File: src/rtl/vedic_conv_pkg.sv
// Shared types and helpers for the Vedic-multiplier convolution scheduler.
package vedic_conv_pkg;

    typedef enum logic [1:0] {IDLE, MAC, OUT} state_t;

    localparam int OPERAND_W = 8;
    localparam int PROD_W    = 16;

    // Urdhva-Tiryakbhyam base cell: 2x2 product from AND terms and two half adders.
    function automatic logic [3:0] vedic_2x2(input logic [1:0] a, input logic [1:0] b);
        logic t0, t1, t2, t3, c1;
        t0 = a[0] & b[0];
        t1 = a[1] & b[0];
        t2 = a[0] & b[1];
        t3 = a[1] & b[1];
        c1 = t1 & t2;
        return {t3 & c1, t3 ^ c1, t1 ^ t2, t0};
    endfunction

endpackage

File: src/rtl/vedic_conv_scheduler_mult.sv
// Unsigned 8x8 Vedic multiplier built from 2x2 cells composed into 4x4 and 8x8 blocks.
module Vedic_multiplier_8x8_Combinational
    import vedic_conv_pkg::*;
(
    input  logic [OPERAND_W-1:0] a,
    input  logic [OPERAND_W-1:0] b,
    output logic [PROD_W-1:0]    p
);

    function automatic logic [7:0] vedic_4x4(input logic [3:0] x, input logic [3:0] y);
        logic [7:0] ll, lh, hl, hh;
        ll = {4'b0, vedic_2x2(x[1:0], y[1:0])};
        lh = {4'b0, vedic_2x2(x[1:0], y[3:2])};
        hl = {4'b0, vedic_2x2(x[3:2], y[1:0])};
        hh = {4'b0, vedic_2x2(x[3:2], y[3:2])};
        return ll + ((lh + hl) << 2) + (hh << 4);
    endfunction

    logic [15:0] ll, lh, hl, hh;

    always_comb begin
        ll = {8'b0, vedic_4x4(a[3:0], b[3:0])};
        lh = {8'b0, vedic_4x4(a[3:0], b[7:4])};
        hl = {8'b0, vedic_4x4(a[7:4], b[3:0])};
        hh = {8'b0, vedic_4x4(a[7:4], b[7:4])};
        p  = ll + ((lh + hl) << 4) + (hh << 8);
    end

endmodule

File: src/rtl/vedic_conv_scheduler.sv
// FIR convolution sequencer sharing one 8x8 Vedic multiplier across TAPS taps.
// Define VEDIC_MULT_PIPE_EN to register the multiplier output (one extra MAC cycle).
module vedic_conv_scheduler
    import vedic_conv_pkg::*;
#(
    parameter  int TAPS  = 4,
    localparam int ACC_W = 16 + $clog2(TAPS),
    localparam int IDX_W = $clog2(TAPS)
) (
    input  logic             clk,
    input  logic             rst,
    input  logic             coef_we,
    input  logic [IDX_W-1:0] coef_addr,
    input  logic [7:0]       coef_data,
    input  logic             s_valid,
    output logic             s_ready,
    input  logic [7:0]       s_data,
    output logic             m_valid,
    input  logic             m_ready,
    output logic [ACC_W-1:0] m_data,
    output logic             busy
);

    localparam int K_W = $clog2(TAPS + 1);
`ifdef VEDIC_MULT_PIPE_EN
    localparam logic [K_W-1:0] K_LAST = K_W'(TAPS);
`else
    localparam logic [K_W-1:0] K_LAST = K_W'(TAPS - 1);
`endif

    state_t                state, state_nxt;
    logic [OPERAND_W-1:0]  x [TAPS];
    logic [OPERAND_W-1:0]  c [TAPS];
    logic [ACC_W-1:0]      acc;
    logic [K_W-1:0]        k;
    logic [IDX_W-1:0]      tap;
    logic                  tap_valid;
    logic [OPERAND_W-1:0]  mul_a, mul_b;
    logic [PROD_W-1:0]     prod;
    logic [PROD_W-1:0]     addend;
    logic                  accept;

    always_comb begin
        tap       = k[IDX_W-1:0];
        tap_valid = (k < K_W'(TAPS));
        mul_a     = tap_valid ? x[tap] : '0;
        mul_b     = tap_valid ? c[tap] : '0;
    end

    Vedic_multiplier_8x8_Combinational u_mult (
        .a (mul_a),
        .b (mul_b),
        .p (prod)
    );

`ifdef VEDIC_MULT_PIPE_EN
    // prod_q is cleared on accept so the pipe-fill cycle adds zero.
    logic [PROD_W-1:0] prod_q;

    always_ff @(posedge clk or posedge rst) begin
        if (rst)
            prod_q <= '0;
        else if (accept)
            prod_q <= '0;
        else if (state == MAC)
            prod_q <= prod;
    end

    assign addend = prod_q;
`else
    assign addend = prod;
`endif

    always_ff @(posedge clk or posedge rst) begin
        if (rst)
            state <= IDLE;
        else
            state <= state_nxt;
    end

    always_comb begin
        state_nxt = state;
        s_ready   = 1'b0;
        m_valid   = 1'b0;
        busy      = 1'b0;
        case (state)
            IDLE: begin
                s_ready = 1'b1;
                if (s_valid)
                    state_nxt = MAC;
            end
            MAC: begin
                busy = 1'b1;
                if (k == K_LAST)
                    state_nxt = OUT;
            end
            OUT: begin
                busy    = 1'b1;
                m_valid = 1'b1;
                if (m_ready)
                    state_nxt = IDLE;
            end
            default: state_nxt = IDLE;
        endcase
    end

    assign accept = (state == IDLE) && s_valid;
    assign m_data = acc;

    always_ff @(posedge clk or posedge rst) begin
        if (rst) begin
            for (int unsigned i = 0; i < TAPS; i++) begin
                x[i] <= '0;
                c[i] <= '0;
            end
            acc <= '0;
            k   <= '0;
        end else begin
            // Coefficient write lands on the accept edge too, so that sample sees it.
            if (state == IDLE && coef_we && int'(coef_addr) < TAPS)
                c[coef_addr] <= coef_data;
            if (accept) begin
                x[0] <= s_data;
                for (int unsigned i = 1; i < TAPS; i++)
                    x[i] <= x[i-1];
                acc <= '0;
                k   <= '0;
            end else if (state == MAC) begin
                acc <= acc + ACC_W'(addend);
                k   <= k + K_W'(1);
            end
        end
    end

endmodule

File: config.mk
export PLATFORM = sky130hd
export DESIGN_NAME = vedic_conv_scheduler
export DESIGN_NICKNAME = d
export VERILOG_FILES = /design/src/rtl/vedic_conv_pkg.sv /design/src/rtl/vedic_conv_scheduler_mult.sv /design/src/rtl/vedic_conv_scheduler.sv
export SDC_FILE = /design/constraint.sdc
export NUM_CORES = 1
export LEC_CHECK = 0
export BUFFER_PORTS_ARGS = -buffer_cell sky130_fd_sc_hd__buf_2
export CAP_MARGIN = 20
export CORE_ASPECT_RATIO = 0.8
export CORE_MARGIN = 3
export CORE_UTILIZATION = 29
export CTS_CLUSTER_DIAMETER = 60
export DETAILED_ROUTE_END_ITERATION = 10
export PLACE_DENSITY = 0.41
export SLEW_MARGIN = 10
export SYNTH_ARGS = -nofsm -noshare
export SYNTH_HDL_FRONTEND = slang
export SYNTH_SLANG_ARGS = --single-unit
File: constraint.sdc
create_clock -name clk -period 16.71 [get_ports clk]
set_input_delay 2.5065 -clock clk [delete_from_list [all_inputs] [get_ports clk]]
set_output_delay 2.5065 -clock clk [all_outputs]
set_load 0.01 [all_outputs]
-- Word-level counts from Yosys, hierarchy flattened
Index checks and enable logic that the tools add are counted.
- bits in registers: 87
- bits in latches: 0
- bits in writable memories: 0
- bits in read-only memories: 0
- bits of input ports: 23
- output and inout bits: 21
- logic and storage cells: 197
- memories kept: 0
- add/subtract/negate cells: 17
- $mul: 0
- divide/modulo/power cells: 0
- $lt $le $gt $ge: 4
- eq/ne operators: 6
- shift operators: 0
- mux-type cells: 22
- bitwise operators: 130
- reductions and logical operators: 7
- operators by type and width (kind ; count):
    $and 1x1->1 ; 96
    $mux 8 ; 7
    $mux 18 ; 2
    $add 4x8->8 ; 4
    $add 8x8->8 ; 4
    $bmux 8 s2 ; 2
    $bwmux 32 ; 1
    $xor 1x1->1 ; 32
    $add 4x4->5 ; 4
    $add 18x16->18 ; 1
    $add 14x16->16 ; 1
    $demux 8 s2 ; 1
    $add 8x13->14 ; 1
    $add 8x8->9 ; 1
    $ge 3x3->1 const B ; 2
    $mux 2 ; 3
    $mux 3 ; 2
    $ne 2x2->1 const B ; 3
    $not 2->3 ; 2
    $pmux 2 s3 ; 1
    $add 3x1->3 const B ; 1
    $eq 3x2->1 const B ; 1
    $logic_and 1x1->1 ; 3
    $lt 3x1->1 const B ; 1
    8 further kinds ; 10

-- Longest topological paths before layout
Gate-level depths: netlist (run 1).
- depth in word-level cells: 17
- depth in mapped cells: 33
- gate-level depth less buffers: 31

-- Hierarchy
From an unflattened synthesis (run 1), not the netlist that was laid out.
- cell total of the unflattened synthesis: 752
- area total of the unflattened synthesis: 7349.5 um^2
- by module, submodules not included (module ; times used ; cells each ; area an instance (um^2) ; sequential area each (um^2)):
    vedic_conv_scheduler ; 1 ; 438 ; 4660.7 ; 2177.1
    Vedic_multiplier_8x8_Combinational ; 1 ; 314 ; 2688.8 ; 0.0

-- Worst setup path after synthesis (run 1)
OpenSTA, ideal clock, no wires.
- path type: register -> register
- from: register k[0]
- to: register acc[17], in the netlist m_data[17]
- library setup time: 131 ps
- arrival: 6185 ps
- path slack: 10394 ps
- cell stages (with the launch flop): 31
- path buffers: 2
- path through: dfrtp_1 buf_2 buf_2 mux4_2 nand2_1 nor2_1 ha_1 inv_1 fa_1 inv_1 ha_1 a21o_1 a21oi_1 xnor2_1 ha_1 nor3_1 nor2_1 o41ai_1 xnor2_1 ha_1 or3_1 o31a_1 and2_1 o21ai_1 xnor2_1 ha_1 and3_1 a221o_1 nand3_1 o31ai_1 mux2i_1
- longest elaborated chain between the ends: 17
- elaborated cells between the ends (all ways): 156
- classes of those cells: 16 x add/sub; 1 x order compare; 10 x mux; 129 x bitwise
- RTL lines (item ; RTL line ; source):
    from (decl) ; vedic_conv_scheduler.sv:35 ; logic [K_W-1:0] k;
    from (signal assigned) ; vedic_conv_scheduler.sv:130 ; k <= k + K_W'(1);
    $not 2->3 (implied by the code) ; vedic_conv_scheduler.sv:46, vedic_conv_scheduler.sv:47 ;
    $bmux 8 s2, on equally long branches ; vedic_conv_scheduler.sv:46, vedic_conv_scheduler.sv:47 ;
    $mux 8, on equally long branches (3 in series) ; vedic_conv_scheduler.sv:46, vedic_conv_scheduler.sv:47 ;
    $and 1x1->1, on equally long branches ; vedic_conv_pkg.sv:13, vedic_conv_pkg.sv:14 ;
    $and 1x1->1 ; vedic_conv_pkg.sv:16 ; c1 = t1 & t2;
    $xor 1x1->1 or $and 1x1->1 (tied branches) ; vedic_conv_pkg.sv:17 ; return {t3 & c1, t3 ^ c1, t1 ^ t2, t0};
    $add 4x4->5 ; vedic_conv_scheduler_mult.sv:16 ; return ll + ((lh + hl) << 2) + (hh << 4);
    $add 4x8->8 ; vedic_conv_scheduler_mult.sv:16 ;
    $add 8x8->8 ; vedic_conv_scheduler_mult.sv:16 ;
    $add 8x8->9 ; vedic_conv_scheduler_mult.sv:26 ; p = ll + ((lh + hl) << 4) + (hh << 8);
    $add 8x13->14 ; vedic_conv_scheduler_mult.sv:26 ;
    $add 14x16->16 * ; vedic_conv_scheduler_mult.sv:26 ;
    $add 18x16->18 * ; vedic_conv_scheduler.sv:129 ; acc <= acc + ACC_W'(addend);
    $mux 18 * ; vedic_conv_scheduler.sv:128 ; end else if (state == MAC) begin
    $mux 18 * ; vedic_conv_scheduler.sv:122 ; if (accept) begin
    to (signal assigned) ; vedic_conv_scheduler.sv:129 ;
    to (decl) ; vedic_conv_scheduler.sv:34 ; logic [ACC_W-1:0] acc;
Every way passes the cells marked *; elsewhere a longest branch is shown, timed or not. The select of a mux whose other input is x is not followed.
A chain may end at the register's enable or synchronous reset.

-- Worst setup path after layout (run 1)
- from: register k[1]
- to: register acc[16], in the netlist m_data[16]
Same word-level chain as after synthesis.

==> results of run 1 <==
synthesized netlist by cell type, types with 2 or more instances:
master / count / share of area
nand2_1: 139 / 0.072
ha_1: 106 / 0.18
dfrtp_1: 87 / 0.30
nor2_1: 85 / 0.044
inv_1: 45 / 0.023
a21oi_1: 40 / 0.028
mux2_2: 38 / 0.059
xnor2_1: 38 / 0.046
a21o_1: 25 / 0.026
o21ai_0: 25 / 0.017
clkbuf_1: 16 / 0.0083
and3_1: 15 / 0.013
mux2i_1: 13 / 0.018
fa_1: 11 / 0.030
xor2_1: 11 / 0.013
mux4_2: 10 / 0.031
a211oi_1: 8 / 0.0083
nand2b_1: 8 / 0.0069
o21ai_1: 8 / 0.0055
nor2b_1: 7 / 0.0061
and2_1: 6 / 0.0052
nand3_1: 6 / 0.0042
buf_2: 5 / 0.0035
o21bai_1: 5 / 0.0052
nor3_1: 4 / 0.0028
o21a_1: 4 / 0.0042
o31ai_1: 3 / 0.0031
a22o_1: 2 / 0.0024
nand3b_1: 2 / 0.0021
o41ai_1: 2 / 0.0024
worst min-delay path by stage:
stage	to
2_1_floorplan	x[4]
3_3_place_gp	x[5]
3_5_place_dp	x[7]
4_1_cts	x[7]
5_1_grt	x[7]
6_report	x[7]
final cells by class:
class	count	area (sq um)
Multi-Input combinational cell	638	4800
Clock buffer	10	239
Fill cell	2564	16300
Sequential cell	87	2180
Inverter	45	170
Clock inverter	6	97.6
Timing Repair Buffer	48	253
Tap cell	318	398
worst reg2reg max path: cells and delay by family, from the launching register on:
kind            cells  cell delay, ns
compound gates     13            2.85
fa+ha+maj           6            2.27
flops               1            0.59
mux                 2            0.58
buf+inv             3            0.48
xor+xnor            2            0.32
simple gates        2            0.16
sequential cells by signal, summed over array words and instances, names as in the netlist:
name	flops
c	32
m_data	18
x	32
state	2
k	3
stage by stage:
stage	cells	hold WS, ns	utilization	setup slack [ns]
after global placement	1136	0.459	0.319	9.13
after global routing	1152	0.511	0.333	8.69
final	1152	0.472	0.333	9.36
after detailed placement	1136	0.462	0.319	9.25
after floorplan	791	0.441	-	10.39
after CTS	1152	0.481	0.333	9.25
cell families (layout without fill, tap and decap cells):
group	Yosys count	in the layout	share of synthesized area
DFF	87	87	0.301
adders and majority gates	117	117	0.214
AOI/OAI and AO/OA	135	135	0.122
buffers and inverters	66	109	0.0351
xor gates and xnor gates	49	49	0.0593
muxes	61	61	0.108
and+or+nand+nor	276	276	0.161
per-layer routing:
layer,up-vias,routed length (microns)
met5,-,0
li1,2802,-
met1,2610,10100
met3,9,522
met4,0,151
met2,59,7230
cells in the final DEF, fill, tap and decap left out, types with 7 or more instances in the layout:
cell type,count
o21ai_1,8
clkbuf_16,9
a21oi_1,40
a211oi_1,8
o21ai_0,25
dfrtp_1,87
and3_1,15
nand2b_1,8
mux2_2,38
nor2b_1,7
a21o_1,25
inv_1,44
xor2_1,11
buf_2,43
ha_1,106
nor2_1,85
fa_1,11
mux4_2,10
mux2i_1,13
nand2_1,139
xnor2_1,38
==> qor.json, run 1 <==
{
  "grt-busiest-layer": "met1",
  "synth-warning-count": 0,
  "cts_tree": "done",
  "dr_total_vias": 5480,
  "track_usage": 0.137,
  "path_clk_slew_ns": 0.07,
  "core_area_sq_um": 24400,
  "timing.critical_path.slowest_cell_delay_ns": 0.63,
  "worstRegToRegCells": 28,
  "nets": 969,
  "antenna_found_initial": 0,
  "routed_via_density": 4.76,
  "final_cell_area_sq_um": 8140,
  "wl_per_cell_microns": 15.6,
  "tightestPinTransition_ns": 0.871,
  "portBuffers": 43,
  "cts_num_sinks": 87,
  "final_period_minus_worst_setup_slack_ns": 7.35,
  "postSynth.topFlopCell": "dfrtp_1",
  "timing.critical_path.to_type": "register",
  "timing.critical_path.buf_inv": 3,
  "netlist_area_sq_um": 7230,
  "first_pass_iters": 6,
  "timing.clock.skew_ns": 0.00805,
  "yosysUniqueCellTypes": 47,
  "critical_path.top_delay_family": "compound AO/OA/AOI/OAI gates",
  "critical-path-slowest-cell": "fa_1",
  "globalRouteMet1Util": 0.224,
  "postRouteWirelength_microns": 18000,
  "synthesis.area_per_instance_sq_um": 9.14,
  "std_cell_rows": 51,
  "cts-resized-gates": 0,
  "max-clock-path-buffers": 2,
  "hold_depth": 2,
  "run_status": "complete, no violations",
  "synthesis.instances": 791,
  "reg2reg_setup_slack_ns": 9.36,
  "post_cts.repair.setup_buffers": 0,
  "grtUsageMet2": 0.187,
  "floorplan.die_area_sq_um": 26900,
  "drc": 0,
  "syn2layout_area_growth_pct": 12.5,
  "postRouteAntennaNets": 0,
  "grt_overflow_total": 0,
  "synth_async_sr_flop_share": 1.00,
  "die_x_microns": 183,
  "final-max-slew-violation-count": 0,
  "setup.worst_path.start": "k[1]",
  "tritoncts.num_buffers": 9,
  "reg2reg_from": "k[1]",
  "rsz0062_at_grt": "false",
  "crit_type": "register to register",
  "first_pass_grt_wire_length_microns": 29400,
  "ios": 44,
  "maxCapViolCount": 0,
  "postSynthRegisterBits": 87,
  "placedInstanceArea_sq_um": 7800,
  "largest_net_degree_at_the_start_of_global_routing": 47,
  "worstPathMaxFanout": 15,
  "worstPathArrival_ns": 7.63,
  "dieHeight_microns": 147,
  "dp_hpwl_microns": 13900,
  "mappedNetlistNets": 931,
  "number_of_diodes_added_for_antenna_fixing": 0,
  "timing.fmax_mhz": 136,
  "layout-drive-gt1-share": 0.143,
  "cts.htree.levels": 3,
  "drt_iter0_markers": 277,
  "cts_hold_repair.buffers": 0,
  "min-delay-start": "x[7]",
  "synth-edff-count": 0,
  "crit_required_ns": 16.99,
  "initial_utilization": 0.296,
  "clockRootBuffer": "clkbuf_16",
  "setup.worst_path.end": "m_data[16]",
  "worst_setup_path_start_kind": "register",
  "seq_area_frac_synth": 0.301,
  "final.setup.tns_ns": 0,
  "gp_congestion": 0.810,
  "regToRegEndpoint": "m_data[16]",
  "total_setup_violations_reported_at_the_end_of_the_flow": 0,
  "hp-class": "register to register",
  "final_min_period_over_clock_period": 0.440,
  "worst-path-stages": 28,
  "vias_in_the_first_global_route": 5155,
  "slew-limit-headroom": 0.420,
  "global_routing_met3_resource_utilization": 0.0196,
  "worstSkewPairLatency_ns": 0.35,
  "hold_viol": 0
}
Power of run 1 is not shown: default switching activity piles up to over one toggle a cycle in this logic, so the estimate is an artifact.
==> inputs of run 2 (changes only) <==
--- a/config.mk
+++ b/config.mk
@@ -12,7 +12,7 @@
 export CORE_UTILIZATION = 29
 export CTS_CLUSTER_DIAMETER = 60
 export DETAILED_ROUTE_END_ITERATION = 10
-export PLACE_DENSITY = 0.41
+export PLACE_DENSITY = 0.43
 export SLEW_MARGIN = 10
 export SYNTH_ARGS = -nofsm -noshare
 export SYNTH_HDL_FRONTEND = slang
==> constraint.sdc (replaced) <==
create_clock -name clk -period 6.7 [get_ports clk]
set_input_delay 1.005 -clock clk [delete_from_list [all_inputs] [get_ports clk]]
set_output_delay 1.005 -clock clk [all_outputs]
set_load 0.01 [all_outputs]
==> run 2 against run 1 <==
Worst hold slack better by 0.0035 ns. Critical path type unchanged. Sequential cell count unchanged. Non-clock buffer count up 33. Highest routed layer unchanged. Clock skew up 0.0020 ns. Die area unchanged. First-iteration DRC count up 13%.
==> qor.json, run 2 (synthesis results as in run 1) <==
{
  "run_status": "complete, no violations",
  "portBuffers": {"value": 43, "change": "unchanged"},
  "tightestPinTransition": {"value": 0.897, "unit": "ns", "change": "+0.0268 ns"},
  "vias_in_the_first_global_route": {"value": 5292, "change": "+2.7%"},
  "cts_hold_repair.buffers": {"value": 0, "change": "unchanged"},
  "final_cell_area": {"value": 8490, "unit": "sq um", "change": "+4.3%"},
  "wl_per_cell": {"value": 15.4, "unit": "microns", "change": "-1.6%"},
  "dieHeight": {"value": 147, "unit": "microns", "change": "unchanged"},
  "floorplan.die_area": {"value": 26900, "unit": "sq um", "change": "unchanged"},
  "gp_congestion": {"value": 0.846, "change": "+4.4%"},
  "placedInstanceArea": {"value": 8010, "unit": "sq um", "change": "+2.7%"},
  "final.setup.tns": {"value": 0, "unit": "ns", "change": "unchanged"},
  "routed_via_density": {"value": 4.70, "change": "-1.2%"},
  "maxCapViolCount": {"value": 0, "change": "unchanged"},
  "cts_tree": "done",
  "reg2reg_setup_slack": {"value": 0.32, "unit": "ns", "change": "-9.04 ns"},
  "timing.fmax": {"value": 157, "unit": "MHz", "change": "+15%"},
  "max-clock-path-buffers": {"value": 2, "change": "unchanged"},
  "crit_required": {"value": 6.93, "unit": "ns", "change": "-10.06 ns"},
  "min-delay-start": "x[4]",
  "layout.cells.most_common": "nand2_1",
  "timing.critical_path.to_type": "register",
  "num-fill-cells": {"value": 2519, "change": "-1.8%"},
  "first_pass_grt_wire_length": {"value": 29800, "unit": "microns", "change": "+1.4%"},
  "regToRegEndpoint": "m_data[17]",
  "core_area": {"value": 24400, "unit": "sq um", "change": "unchanged"},
  "setup.worst_path.end": "m_data[17]",
  "total_setup_violations_reported_at_the_end_of_the_flow": {"value": 0, "change": "unchanged"},
  "timing.critical_path.slowest_cell_delay": {"value": 0.58, "unit": "ns", "change": "-0.05 ns"},
  "path_common_cell": "ha_1",
  "hold_viol": {"value": 0, "change": "unchanged"},
  "number_of_diodes_added_for_antenna_fixing": {"value": 0, "change": "unchanged"},
  "std_cell_rows": {"value": 51, "change": "unchanged"},
  "critical-path-slowest-cell": "fa_2",
  "tritoncts.num_buffers": {"value": 9, "change": "unchanged"},
  "postRouteWirelength": {"value": 18200, "unit": "microns", "change": "+1.2%"},
  "dp_hpwl": {"value": 14100, "unit": "microns", "change": "+1.7%"},
  "cts.htree.levels": {"value": 3, "change": "unchanged"},
  "crit_type": "register to register",
  "final_period_minus_worst_setup_slack": {"value": 6.38, "unit": "ns", "change": "-0.967 ns"},
  "track_usage": {"value": 0.139, "change": "+0.00190"},
  "initial_utilization": {"value": 0.296, "change": "unchanged"},
  "syn2layout_area_growth_pct": 17.4,
  "setup.worst_path.start": "k[0]",
  "hp-class": "register to register",
  "drt_iter0_markers": {"value": 314, "change": "+13%"},
  "postRouteAntennaNets": {"value": 0, "change": "unchanged"},
  "cts_num_sinks": {"value": 87, "change": "unchanged"},
  "clockRootBuffer": "clkbuf_16",
  "worstRegToRegCells": {"value": 26, "change": "-7.1%"},
  "nets": {"value": 1002, "change": "+3.4%"},
  "layout-drive-gt1-share": {"value": 0.209, "change": "+0.0661"},
  "drc": {"value": 0, "change": "unchanged"},
  "path_clk_slew": {"value": 0.07, "unit": "ns", "change": "about the same"},
  "worstSkewPairLatency": {"value": 0.35, "unit": "ns", "change": "about the same"},
  "die_x": {"value": 183, "unit": "microns", "change": "unchanged"},
  "place_inst": {"value": 1161, "change": "+2.2%"},
  "final_cell_mix": "134 x nand2_1, 103 x ha_1, 86 x dfrtp_1",
  "final_min_period_over_clock_period": {"value": 0.953, "change": "+0.513"},
  "grt_overflow_total": {"value": 0, "change": "unchanged"},
  "first_pass_iters": {"value": 5, "change": "-1"},
  "stdcell_count": {"value": 1185, "change": "+2.9%"},
  "slew-limit-headroom": {"value": 0.402, "change": "-0.0179"},
  "antenna_found_initial": {"value": 0, "change": "unchanged"},
  "timing.clock.skew": {"value": 0.0100, "unit": "ns", "change": "+0.00195 ns"},
  "worstPathArrival": {"value": 6.61, "unit": "ns", "change": "-1.02 ns"},
  "worstPathMaxFanout": {"value": 6, "change": "-9"},
  "dr_total_vias": {"value": 5569, "change": "+1.6%"},
  "reg2reg_from": "k[0]",
  "final-max-slew-violation-count": {"value": 0, "change": "unchanged"},
  "largest_net_degree_at_the_start_of_global_routing": {"value": 70, "change": "+49%"},
  "worst_setup_path_start_kind": "register",
  "ios": {"value": 44, "change": "unchanged"}
}
-- run 2: metrics by stage --
stage	utilization	hold WS, ns	setup WS [ns]
2_1_floorplan	-	0.441	0.384
6_report	0.347	0.476	0.317
3_5_place_dp	0.328	0.463	0.0643
5_1_grt	0.347	0.498	-0.0359
3_3_place_gp	0.328	0.461	0.0491
4_1_cts	0.341	0.481	0.0643
-- run 2: routing by layer --
metal | part of all wire | track usage
met2 | 0.41 | 0.192
met4 | 0.0090 | 0.0308
met1 | 0.54 | 0.223
met3 | 0.035 | 0.0238
met5 | 0 | 0
-- run 2: critical path: cells and delay by family (launching register included) --
kind | cells | cell delay (ns)
mux | 2 | 0.71
xor+xnor | 2 | 0.24
flops | 1 | 0.42
compound gates | 5 | 1.04
fa+ha+maj | 6 | 2.39
buf+inv | 3 | 0.30
simple gates | 8 | 1.16
-- run 2: layout make-up --
cell class | count | area [sq um] | share of cell area
Clock buffer | 11 | 253 | 0.0298
Clock inverter | 5 | 61.3 | 0.00722
Inverter | 45 | 174 | 0.0205
Multi-Input combinational cell | 638 | 4900 | 0.577
Sequential cell | 87 | 2180 | 0.257
Tap cell | 318 | 398 | 0.0469
Timing Repair Buffer | 81 | 529 | 0.0623
-- run 2: worst min path at each step --
stage | to | slack, ns | cells after the start
floorplan | x[4] | 0.44 | 2
global placement | x[7] | 0.46 | 2
detailed placement | x[4] | 0.46 | 2
CTS | x[4] | 0.48 | 2
global route | x[0] | 0.50 | 2
finish | x[4] | 0.48 | 2
-- run 2: what timing repair did --
| item | 4_1_cts | 5_1_grt |
|---|---|---|
| resized for setup | 0 | 35 |
| buffers inserted | 0 | 8 |
| endpoints found under the setup margin | 0 | 6 |
Power of run 2 is left out for the same reason.
==> inputs of run 3 (changes only) <==
--- a/config.mk
+++ b/config.mk
@@ -8,11 +8,12 @@
 export BUFFER_PORTS_ARGS = -buffer_cell sky130_fd_sc_hd__buf_2
 export CAP_MARGIN = 20
 export CORE_ASPECT_RATIO = 0.8
-export CORE_MARGIN = 3
+export CORE_MARGIN = 2
 export CORE_UTILIZATION = 29
 export CTS_CLUSTER_DIAMETER = 60
 export DETAILED_ROUTE_END_ITERATION = 10
 export PLACE_DENSITY = 0.43
+export REMOVE_ABC_BUFFERS = 1
 export SLEW_MARGIN = 10
 export SYNTH_ARGS = -nofsm -noshare
 export SYNTH_HDL_FRONTEND = slang
==> run 3 against run 2 <==
Largest cell class unchanged. Non-clock buffer count is 7 lower. Die area fell by 2.4%. Worst setup slack got worse by 0.079 ns. Sequential share of layout area up 0.22 points. Clock-buffer cell count is 2 lower. Wire length fell by 2.1%.
==> qor.json, run 3 (synthesis results as in run 1) <==
{
  "run_status": "complete, no violations",
  "max-clock-path-buffers": {"value": 2, "change": "unchanged"},
  "vias_in_the_first_global_route": {"value": 5438, "change": "+2.8%"},
  "worstPathMaxFanout": {"value": 7, "change": "+1"},
  "first_pass_grt_wire_length": {"value": 29300, "unit": "microns", "change": "-1.7%"},
  "timing.critical_path.slowest_cell_delay": {"value": 0.55, "unit": "ns", "change": "-0.03 ns"},
  "worstSkewPairLatency": {"value": 0.36, "unit": "ns", "change": "about the same"},
  "worst_setup_path_start_kind": "register",
  "hold_viol": {"value": 0, "change": "unchanged"},
  "final_core_util": {"value": 0.344, "change": "-0.00297"},
  "drt_iter0_markers": {"value": 281, "change": "-11%"},
  "maxCapViolCount": {"value": 0, "change": "unchanged"},
  "syn2layout_area_growth_pct": 16.4,
  "cts_hold_repair.buffers": {"value": 0, "change": "unchanged"},
  "drc": {"value": 0, "change": "unchanged"},
  "layout.cells.most_common": "nand2_1",
  "placedInstanceArea": {"value": 7960, "unit": "sq um", "change": "-0.62%"},
  "slew-limit-headroom": {"value": 0.495, "change": "+0.0934"},
  "postRouteAntennaNets": {"value": 0, "change": "unchanged"},
  "path_common_cell": "ha_1",
  "tritoncts.num_buffers": {"value": 9, "change": "unchanged"},
  "critical-path-slowest-cell": "mux4_2",
  "first_pass_iters": {"value": 4, "change": "-1"},
  "timing.critical_path.to_type": "register",
  "routed_via_density": {"value": 4.74, "change": "+0.81%"},
  "path_clk_slew": {"value": 0.08, "unit": "ns", "change": "about the same"},
  "dp_hpwl": {"value": 13600, "unit": "microns", "change": "-4.1%"},
  "layout-drive-gt1-share": {"value": 0.188, "change": "-0.0204"},
  "tightestPinTransition": {"value": 0.753, "unit": "ns", "change": "-0.144 ns"},
  "std_cell_rows": {"value": 51, "change": "unchanged"},
  "final_cell_mix": "139 x nand2_1, 104 x ha_1, 86 x dfrtp_1",
  "track_usage": {"value": 0.139, "change": "-0.000684"},
  "final_period_minus_worst_setup_slack": {"value": 6.46, "unit": "ns", "change": "+0.0789 ns"},
  "grt_overflow_total": {"value": 0, "change": "unchanged"},
  "wl_per_cell": {"value": 15.2, "unit": "microns", "change": "-1.5%"},
  "cts.htree.levels": {"value": 3, "change": "unchanged"},
  "antenna_found_initial": {"value": 0, "change": "unchanged"},
  "worstPathArrival": {"value": 6.75, "unit": "ns", "change": "+0.14 ns"},
  "final_min_period_over_clock_period": {"value": 0.964, "change": "+0.0118"},
  "rsz0062_at_grt": "true",
  "nets": {"value": 995, "change": "-0.70%"},
  "cts_tree": "done",
  "postRouteWirelength": {"value": 17900, "unit": "microns", "change": "-2.1%"},
  "crit_type": "register to register",
  "timing.clock.skew": {"value": 0.0148, "unit": "ns", "change": "+0.00484 ns"},
  "dr_total_vias": {"value": 5581, "change": "+0.22%"},
  "largest_net_degree_at_the_start_of_global_routing": {"value": 47, "change": "-33%"},
  "core_area": {"value": 24400, "unit": "sq um", "change": "unchanged"},
  "min-delay-start": "x[5]",
  "dieHeight": {"value": 145, "unit": "microns", "change": "-1.4%"},
  "final_cell_area": {"value": 8420, "unit": "sq um", "change": "-0.85%"},
  "ios": {"value": 44, "change": "unchanged"},
  "gp_congestion": {"value": 0.822, "change": "-2.8%"},
  "hold-worst-slack": {"value": 0.480, "unit": "ns", "change": "+0.00430 ns"},
  "timing.fmax": {"value": 155, "unit": "MHz", "change": "-1.2%"},
  "hp-class": "register to register",
  "clockRootBuffer": "clkbuf_16",
  "total_setup_violations_reported_at_the_end_of_the_flow": {"value": 0, "change": "unchanged"},
  "floorplan.die_area": {"value": 26200, "unit": "sq um", "change": "-2.4%"},
  "reg2reg_from": "k[0]",
  "die_x": {"value": 181, "unit": "microns", "change": "-1.1%"},
  "cts_num_sinks": {"value": 87, "change": "unchanged"},
  "portBuffers": {"value": 43, "change": "unchanged"},
  "setup.worst_path.start": "k[0]",
  "crit_required": {"value": 6.99, "unit": "ns", "change": "+0.06 ns"},
  "final-max-slew-violation-count": {"value": 0, "change": "unchanged"},
  "initial_utilization": {"value": 0.296, "change": "unchanged"},
  "number_of_diodes_added_for_antenna_fixing": {"value": 0, "change": "unchanged"}
}
run 3: cell types whose count changed in the layout (fill, tap and decap cells not counted), moves of 2 or more:
cell	previous run	this run
clkbuf_16	9	11
fa_2	2	0
clkbuf_8	2	0
buf_4	35	28
nand2_1	134	139
inv_1	42	44
nand2_2	5	0
inv_8	0	2
fa_1	9	11
run 3: stage by stage:
stage	instances	TNS, ns	setup WS (ns)
after floorplan	770	0	0.199
after global placement	1156	0	0.0600
after detailed placement	1156	0	0.125
after CTS	1172	0	0.104
after global routing	1178	-0.105	-0.0697
final	1178	0	0.238
run 3: path summary, 6_finish.rpt:
check	depth (start not counted)	endpoint	slack (ns)
worst max register to register	30	m_data[16]	0.24
worst max-delay path	30	m_data[16]	0.24
max in group asynchronous	3	k[0]	4.85
worst min-delay path	2	x[5]	0.48
worst min register to register	2	x[5]	0.48
min in group asynchronous	2	state[1]	0.73
run 3: area by class of cell:
class,count,area [sq um]
Clock buffer,9,225
Clock inverter,7,71.3
Fill cell,2575,16000
Inverter,45,170
Multi-Input combinational cell,638,4880
Sequential cell,87,2180
Tap cell,318,398
Timing Repair Buffer,74,495
run 3: layer usage:
metal	vias up	GRT usage	share of wire
li1	2861	-	-
met1	2653	0.214	0.53
met2	62	0.199	0.42
met3	5	0.0233	0.039
met4	0	0.0315	0.0054
met5	-	0	0
run 3: what timing repair did:
item	in CTS	in global routing
buffers inserted	0	4
resized for setup	0	22
setup endpoints to repair	0	5
run 3: critical path, delay by kind of cell, from the launching register on:
family                   cells  cell delay, ns
adder cells (fa/ha/maj)      7            2.18
AO/OA/AOI/OAI                8            1.37
AND/OR/NAND/NOR              7            0.87
multiplexers                 2            0.75
XOR/XNOR                     4            0.50
flip-flops                   1            0.42
buffers and inverters        2            0.31
Power of run 3 is left out for the same reason.
